`src/rtl/video_pkg.sv`:
```
// Shared video-plane types: burst geometry, fetch FSM states and the 22-bit
// byte-address type used on the video bus.
package video_pkg;

  localparam int unsigned VIDEO_BURST_WORDS = 4;

  typedef logic [21:0] video_addr_t;

  typedef enum logic [1:0] {
    ST_IDLE     = 2'd0,
    ST_BURST    = 2'd1,
    ST_WAIT_ACK = 2'd2
  } vsr_fetch_state_e;

  // Burst pointer counts 8-byte bursts; the bus wants a byte address.
  function automatic video_addr_t burst_addr(input logic [18:0] ptr);
    return {ptr, 3'b000};
  endfunction

endpackage

```
`src/rtl/sync_fifo_fwft.sv`:
```
// First-word-fall-through FIFO with a registered head word that holds its last
// value when the FIFO runs empty; clear has priority over push and pop.
module sync_fifo_fwft #(
  parameter int unsigned WIDTH = 16,
  parameter int unsigned DEPTH = 16,
  localparam int unsigned AW   = $clog2(DEPTH)
) (
  input  logic             clk,
  input  logic             reset_n,
  input  logic             clear,
  input  logic             push,
  input  logic [WIDTH-1:0] wdata,
  input  logic             pop,
  output logic [WIDTH-1:0] rdata,
  output logic             valid,
  output logic [AW:0]      count
);

  logic [WIDTH-1:0] mem_r [DEPTH];
  logic [AW-1:0]    rd_ptr_r;
  logic [AW-1:0]    wr_ptr_r;
  logic [AW:0]      count_r;
  logic [WIDTH-1:0] head_r;
  logic             valid_r;

  logic             pop_ok_s;
  logic             push_ok_s;
  logic [AW-1:0]    rd_next_s;
  logic [AW:0]      count_next_s;
  logic [WIDTH-1:0] head_next_s;

  // Next head: pushed word if it lands in an otherwise empty FIFO, else the stored successor.
  always_comb begin
    pop_ok_s     = pop && (count_r != '0);
    push_ok_s    = push && ((count_r != (AW+1)'(DEPTH)) || pop_ok_s);
    rd_next_s    = rd_ptr_r + AW'(pop_ok_s);
    count_next_s = count_r + (AW+1)'(push_ok_s) - (AW+1)'(pop_ok_s);
    if (count_next_s == '0) begin
      head_next_s = head_r;
    end else if ((count_r - (AW+1)'(pop_ok_s)) == '0) begin
      head_next_s = wdata;
    end else begin
      head_next_s = mem_r[rd_next_s];
    end
  end

  always_ff @(posedge clk or negedge reset_n) begin
    if (!reset_n) begin
      rd_ptr_r <= '0;
      wr_ptr_r <= '0;
      count_r  <= '0;
      head_r   <= '0;
      valid_r  <= 1'b0;
    end else if (clear) begin
      rd_ptr_r <= '0;
      wr_ptr_r <= '0;
      count_r  <= '0;
      valid_r  <= 1'b0;
    end else begin
      rd_ptr_r <= rd_next_s;
      wr_ptr_r <= wr_ptr_r + AW'(push_ok_s);
      count_r  <= count_next_s;
      valid_r  <= (count_next_s != '0);
      head_r   <= head_next_s;
    end
  end

  always_ff @(posedge clk) begin
    if (push_ok_s && !clear) begin
      mem_r[wr_ptr_r] <= wdata;
    end
  end

  assign rdata = head_r;
  assign valid = valid_r;
  assign count = count_r;

endmodule

```
`src/rtl/vsr_fetch.sv`:
```
// Display-file fetcher for one video plane: burst requests, VSR alignment,
// reload flush and pixel FIFO. Optional VSR_FETCH_STATS_EN adds underflow_count.
module vsr_fetch
  import video_pkg::*;
#(
  parameter int unsigned unit_index = 0,
  parameter int unsigned FIFO_DEPTH = 16
) (
  input  logic        clk,
  input  logic        reset_n,
  output logic [21:0] address,
  output logic        as,
  input  logic [15:0] din,
  input  logic        burstdata_valid,
  input  logic        bus_ack,
  input  logic        reload_vsr,
  input  logic [21:0] vsr,
  input  logic        fetch_enable,
  input  logic        pixel_rd,
  output logic [15:0] pixel_data,
  output logic        pixel_valid,
  output logic        underflow
`ifdef VSR_FETCH_STATS_EN
  ,
  output logic [15:0] underflow_count
`endif
);

  localparam int unsigned CW       = $clog2(FIFO_DEPTH) + 1;
  localparam logic        UNIT_LSB = 1'(unit_index % 2);

  vsr_fetch_state_e state_r, state_next_s;
  logic [18:0]      fetch_ptr_r;
  logic [1:0]       skip_r;
  logic [1:0]       beat_r;
  logic [CW-1:0]    reserved_r;
  logic [CW-1:0]    reserved_next_s;
  logic             discard_r;
  video_addr_t      address_r;
  logic             as_r;
  logic             underflow_r;

  logic             room_s;
  logic             issue_s;
  logic             last_beat_s;
  logic             done_s;
  logic             push_s;
  logic             pop_ok_s;
  logic [15:0]      fifo_data_s;
  logic             fifo_valid_s;
  logic [CW-1:0]    fifo_count_s;
  logic             unused_s;

  assign unused_s = ^{vsr[0], UNIT_LSB};

  always_comb begin
    state_next_s = state_r;
    issue_s      = 1'b0;
    last_beat_s  = 1'b0;
    done_s       = 1'b0;
    room_s       = ({1'b0, reserved_r} + (CW+1)'(VIDEO_BURST_WORDS)) <= (CW+1)'(FIFO_DEPTH);
    case (state_r)
      ST_IDLE: begin
        if (!reload_vsr && fetch_enable && room_s) begin
          issue_s      = 1'b1;
          state_next_s = ST_BURST;
        end else begin
          state_next_s = ST_IDLE;
        end
      end
      ST_BURST: begin
        if (burstdata_valid && (beat_r == 2'd3)) begin
          last_beat_s = 1'b1;
          if (bus_ack) begin
            done_s       = 1'b1;
            state_next_s = ST_IDLE;
          end else begin
            state_next_s = ST_WAIT_ACK;
          end
        end else begin
          state_next_s = ST_BURST;
        end
      end
      ST_WAIT_ACK: begin
        if (bus_ack) begin
          done_s       = 1'b1;
          state_next_s = ST_IDLE;
        end else begin
          state_next_s = ST_WAIT_ACK;
        end
      end
      default: begin
        state_next_s = ST_IDLE;
      end
    endcase
  end

  // Reservation covers buffered words plus beats still owed by the bus, so a beat always has room.
  always_comb begin
    push_s   = (state_r == ST_BURST) && burstdata_valid && !discard_r && !reload_vsr
               && (beat_r >= skip_r);
    pop_ok_s = pixel_rd && (fifo_count_s != '0);
    if (reload_vsr) begin
      reserved_next_s = '0;
    end else begin
      reserved_next_s = reserved_r
                        + (issue_s ? (CW'(VIDEO_BURST_WORDS) - CW'(skip_r)) : '0)
                        - CW'(pop_ok_s);
    end
  end

  always_ff @(posedge clk or negedge reset_n) begin
    if (!reset_n) begin
      state_r     <= ST_IDLE;
      fetch_ptr_r <= '0;
      skip_r      <= '0;
      beat_r      <= '0;
      reserved_r  <= '0;
      discard_r   <= 1'b0;
      address_r   <= '0;
      as_r        <= 1'b0;
      underflow_r <= 1'b0;
    end else begin
      state_r     <= state_next_s;
      reserved_r  <= reserved_next_s;
      underflow_r <= pixel_rd && !fifo_valid_s;

      if (issue_s) begin
        beat_r <= 2'd0;
      end else if ((state_r == ST_BURST) && burstdata_valid) begin
        beat_r <= beat_r + 2'd1;
      end

      if (issue_s) begin
        address_r <= burst_addr(fetch_ptr_r);
        as_r      <= 1'b1;
      end else if (done_s) begin
        as_r <= 1'b0;
      end

      if (reload_vsr) begin
        fetch_ptr_r <= vsr[21:3];
      end else if (issue_s) begin
        fetch_ptr_r <= fetch_ptr_r + 19'd1;
      end

      if (reload_vsr) begin
        skip_r <= vsr[2:1];
      end else if (last_beat_s) begin
        skip_r <= 2'd0;
      end

      // A bus burst cannot be aborted; once reloaded, its leftover beats are simply dropped.
      if (done_s) begin
        discard_r <= 1'b0;
      end else if (reload_vsr && (state_r != ST_IDLE)) begin
        discard_r <= 1'b1;
      end
    end
  end

`ifdef VSR_FETCH_STATS_EN
  logic [15:0] underflow_count_r;

  always_ff @(posedge clk or negedge reset_n) begin
    if (!reset_n) begin
      underflow_count_r <= 16'd0;
    end else if (reload_vsr) begin
      underflow_count_r <= 16'd0;
    end else if (pixel_rd && !fifo_valid_s && (underflow_count_r != 16'hFFFF)) begin
      underflow_count_r <= underflow_count_r + 16'd1;
    end
  end

  assign underflow_count = underflow_count_r;
`endif

  sync_fifo_fwft #(
    .WIDTH (16),
    .DEPTH (FIFO_DEPTH)
  ) u_fifo (
    .clk     (clk),
    .reset_n (reset_n),
    .clear   (reload_vsr),
    .push    (push_s),
    .wdata   (din),
    .pop     (pixel_rd),
    .rdata   (fifo_data_s),
    .valid   (fifo_valid_s),
    .count   (fifo_count_s)
  );

  assign address     = address_r;
  assign as          = as_r;
  assign pixel_data  = fifo_data_s;
  assign pixel_valid = fifo_valid_s;
  assign underflow   = underflow_r;

endmodule

```
`config.mk`:
```
export PLATFORM = sky130hd
export DESIGN_NAME = vsr_fetch
export DESIGN_NICKNAME = d
export VERILOG_FILES = /design/src/rtl/video_pkg.sv /design/src/rtl/sync_fifo_fwft.sv /design/src/rtl/vsr_fetch.sv
export SDC_FILE = /design/constraint.sdc
export NUM_CORES = 1
export LEC_CHECK = 0
export BUFFER_PORTS_ARGS = -buffer_cell sky130_fd_sc_hd__buf_4
export CORE_MARGIN = 2
export CORE_UTILIZATION = 45
export CTS_CLUSTER_SIZE = 28
export DETAILED_ROUTE_END_ITERATION = 6
export SYNTH_ARGS = -nofsm -noshare
export SYNTH_HDL_FRONTEND = slang
export SYNTH_SLANG_ARGS = --single-unit
```
`constraint.sdc`:
```
create_clock -name clk -period 5.9 [get_ports clk]
set_clock_uncertainty 0.1 [all_clocks]
set_input_delay 0.295 -clock clk [delete_from_list [all_inputs] [get_ports clk]]
set_output_delay 0.295 -clock clk [all_outputs]
set_load 0.05 [all_outputs]
```
==> results.yml <==
clocking:
  post_cts_resized: 0
  cts_tree: "yes"
  post_cts_buffers: 0
  ctsRootBufferMaster: "clkbuf_16"
  cts_buffers: 37
  htree_num_levels: 2
  clk_pin_slew_worst_paths_ns: 0.06
  clock-sinks: 338
  clock_latency_ns: 0.52
  clockBufferDepth: 3
timing:
  grt_setup_unrepaired: "false"
  period_share_pct: 63.5
  final_max_slew_viol_count: 0
  tns_ns: 0
  setup_viol: 0
  layout_min_cycle_time_ns: 3.74
  fmax_mhz: 267
  max_slew_margin_pct: 32.6
  worstMarginPinSlew_ns: 1.01
  hold_viol_final: 0
floorplanning:
  io_pins: 86
  floorplan.initialDensity_pct: 45.9
  die_y_um: 181
  core_region_area_um2: 30700
  num_rows: 64
  die_w_um: 181
  die-area_um2: 32800
outcome:
  outcome: "finished, final reports clean"
detailed_routing:
  route.detailed.drc: 0
  drtAntennaViolNets: 0
  highest_layer: "met4"
  drt_iter0_markers: 526
  first_pass_iters: 5
  wl_um: 30100
  vias: 7508
  route.met3.wl_um: 1280
  met1_length_um: 13900
  vias_per_cell: 5.34
  wire_per_inst_um: 21.4
  wl_met2_um: 14300
placement:
  gp_congestion: 0.719
  dpl.hpwl_um: 18400
  numPortBuffers: 81
worst_setup_path:
  crit_top_cell: "a31oi_1"
  critPathMaxFanout: 41
  crit_buf_inv: 2
  critPathKind: "flop to flop"
  cp.required_ns: 6.19
  cp-end-kind: "flop"
  critPathMaxStageDelay_ns: 0.77
  critPathArrivalTime_ns: 4.03
  critPathLaunchType: "flop"
  cp_top_family: "adder cells"
  crit_path_top_delay_cell: "ha_4"
  path_cells: "inv_1 > ha_1 > a31oi_1 > ha_4 > buf_4 > mux4_2 > mux2_2 > o211ai_1 > a31oi_1"
final_layout:
  nFillCells: 2472
  nNetsFinal: 1059
  antenna_cells: 0
  drive_gt1_share_pct: 29.8
  syn_to_final_growth_pct: 20.0
synth:
  synth_area_um2: 14100
  postSynth.asyncResetShare_pct: 24.3
  synth_ff_type: "edfxtp_1"
  synth_top_area_share_pct: 54.5
  synth_edf_count: 256
  synth_cell_types: 47
  syn_inst: 833
  synthTopCellsByArea: "edfxtp_1, dfrtp_1, mux4_2, mux2_2, ha_1"
  synth_seq_cells: 338
  syn_avg_cell_area_um2: 16.9
  yosysWarningCount: 0
  yosysSeqAreaShare_pct: 69.0
  yosysTopAreaCell: "edfxtp_1"
pwr:
  p_leak_uw: 0.00620
  peakVddDrop_v: 0.000298
  total_power_uw: 7980
  powerDensity_nw_per_um2: 471
grt:
  grt_use_total_pct: 18.9
  grt_pass1_wl_um: 46900
  grt_pass1_vias: 7798
  grt_antenna_before_repair: 0
  grt_max_degree: 65
  grt.overflow.total: 0
min_path:
  hold_class: "input pin to asynchronous set/reset pin"
flow_run:
  maxCapViolCount: 0
-- per-stage QoR --
step                      instances  setup WS [ns]  instance area, um^2  hold WS, ns  util [%]
final                          1407           2.16                16900        0.161      55.1
after global routing           1407           1.85                16900        0.193      55.1
after CTS                      1407           2.03                16900        0.167      55.1
after detailed placement       1298           2.05                15300        0.177      49.8
after global placement         1298           2.08                15300        0.175      49.8
after floorplan                 835           2.73                14100       -0.101         -
-- worst paths after layout --
check | from | endpoint | slack [ns] | cells past startpoint
setup / recovery | u_fifo.count[2] | u_fifo.rdata[1] | 2.16 | 9
hold / removal | reset_n | u_fifo.rdata[2] | 0.16 | 2
setup reg to reg | u_fifo.count[2] | u_fifo.rdata[1] | 2.16 | 9
hold reg to reg | u_fifo.valid | underflow | 0.38 | 1
max in group asynchronous | reset_n | u_fifo.rdata[10] | 4.44 | 3
min in group clk | reload_vsr | reserved_r[3] | 0.23 | 2
-- report_power, final --
part / internal, uW / switching, uW / total (uW)
Combinational: 1240 / 1540 / 2790
Clock: 1360 / 931 / 2300
Sequential: 2760 / 139 / 2900
-- flip-flops by register name, indices dropped and copies added, names as in the netlist --
register and cells:
address 19, as 1, beat_r 2, discard_r 1
fetch_ptr_r 19, reserved_r 5, skip_r 2, state_r 2
u_fifo.count 5, u_fifo.mem_r 256, u_fifo.rd_ptr_r 4, u_fifo.rdata 16
u_fifo.valid 1, u_fifo.wr_ptr_r 4, underflow 1
-- worst register-to-register path: cells and delay by family, from the launching register on --
kind | cells | cell delay [ns]
adders and majority gates | 2 | 1.01
muxes | 2 | 0.82
AOI/OAI and AO/OA | 3 | 0.71
buffers and inverters | 2 | 0.58
DFF | 1 | 0.39
-- placed cells by master, fill, tap and decap left out, types with 10 or more instances in the layout --
cell type and n:
clkbuf_16 38, xor2_1 18, mux2_2 35, nand2_1 71
inv_1 25, ha_1 28, o21ai_0 10, dfrtp_1 82
xnor2_1 13, o211ai_2 11, mux2i_1 18, nor2_1 34
nand3_1 14, edfxtp_1 256, nor2b_1 10, a31oi_1 18
mux4_2 64, dlygate4sd3_1 41, nor2_2 12, buf_4 110
o21ai_1 13
-- synth_stat cells, types with 3 or more instances --
cell type  count
o21ai_1       13
nand2_1       71
xnor2_1       13
o211ai_2      11
a31oi_1       18
buf_2         15
buf_4          9
inv_1         25
mux2i_1       18
dfrtp_1       82
o211ai_1       5
o21ai_0       10
nor3_1         6
ha_1          30
buf_6          3
nand3_1       14
edfxtp_1     256
clkbuf_1      15
nor2_1        46
xor2_1        19
nand4_1        5
nand2b_1       4
mux4_2        64
nor2b_1       10
a21oi_1        8
mux2_2        35
and4_1         4
-- what timing repair did --
action	in CTS	in global routing
setup endpoints to repair	0	0
hold buffers	41	0
hold endpoints to repair	287	0
-- area by class of cell --
type	count	area, um^2	area share, %
sequential	338	9740	57.5
multi-input combinational	428	4150	24.5
timing repair buffer	151	1240	7.29
clock buffer	49	1020	6.03
tap	396	495	2.92
clock inverter	19	204	1.20
inverter	26	97.6	0.576
-- kinds of logic (layout without fill, tap and decap cells) --
group	after synthesis	after routing	synth area share (%)
buffers and inverters	69	245	2.37
flip-flops	338	338	69.0
AND/OR/NAND/NOR	170	170	5.59
AO/OA/AOI/OAI	72	72	3.62
XOR/XNOR	33	33	2.10
other	1	3	0.0266
multiplexers	118	118	14.4
adder cells (fa/ha/maj)	32	32	2.94
-- routing by layer --
layer  vias to the layer above  GRT usage [%]
met5                         -              0
met4                         0           5.14
met3                        54           2.72
met2                       175           30.7
met1                      3817           27.0
li1                       3462              -
No activity file was read; power rests on OpenSTA's default activity.
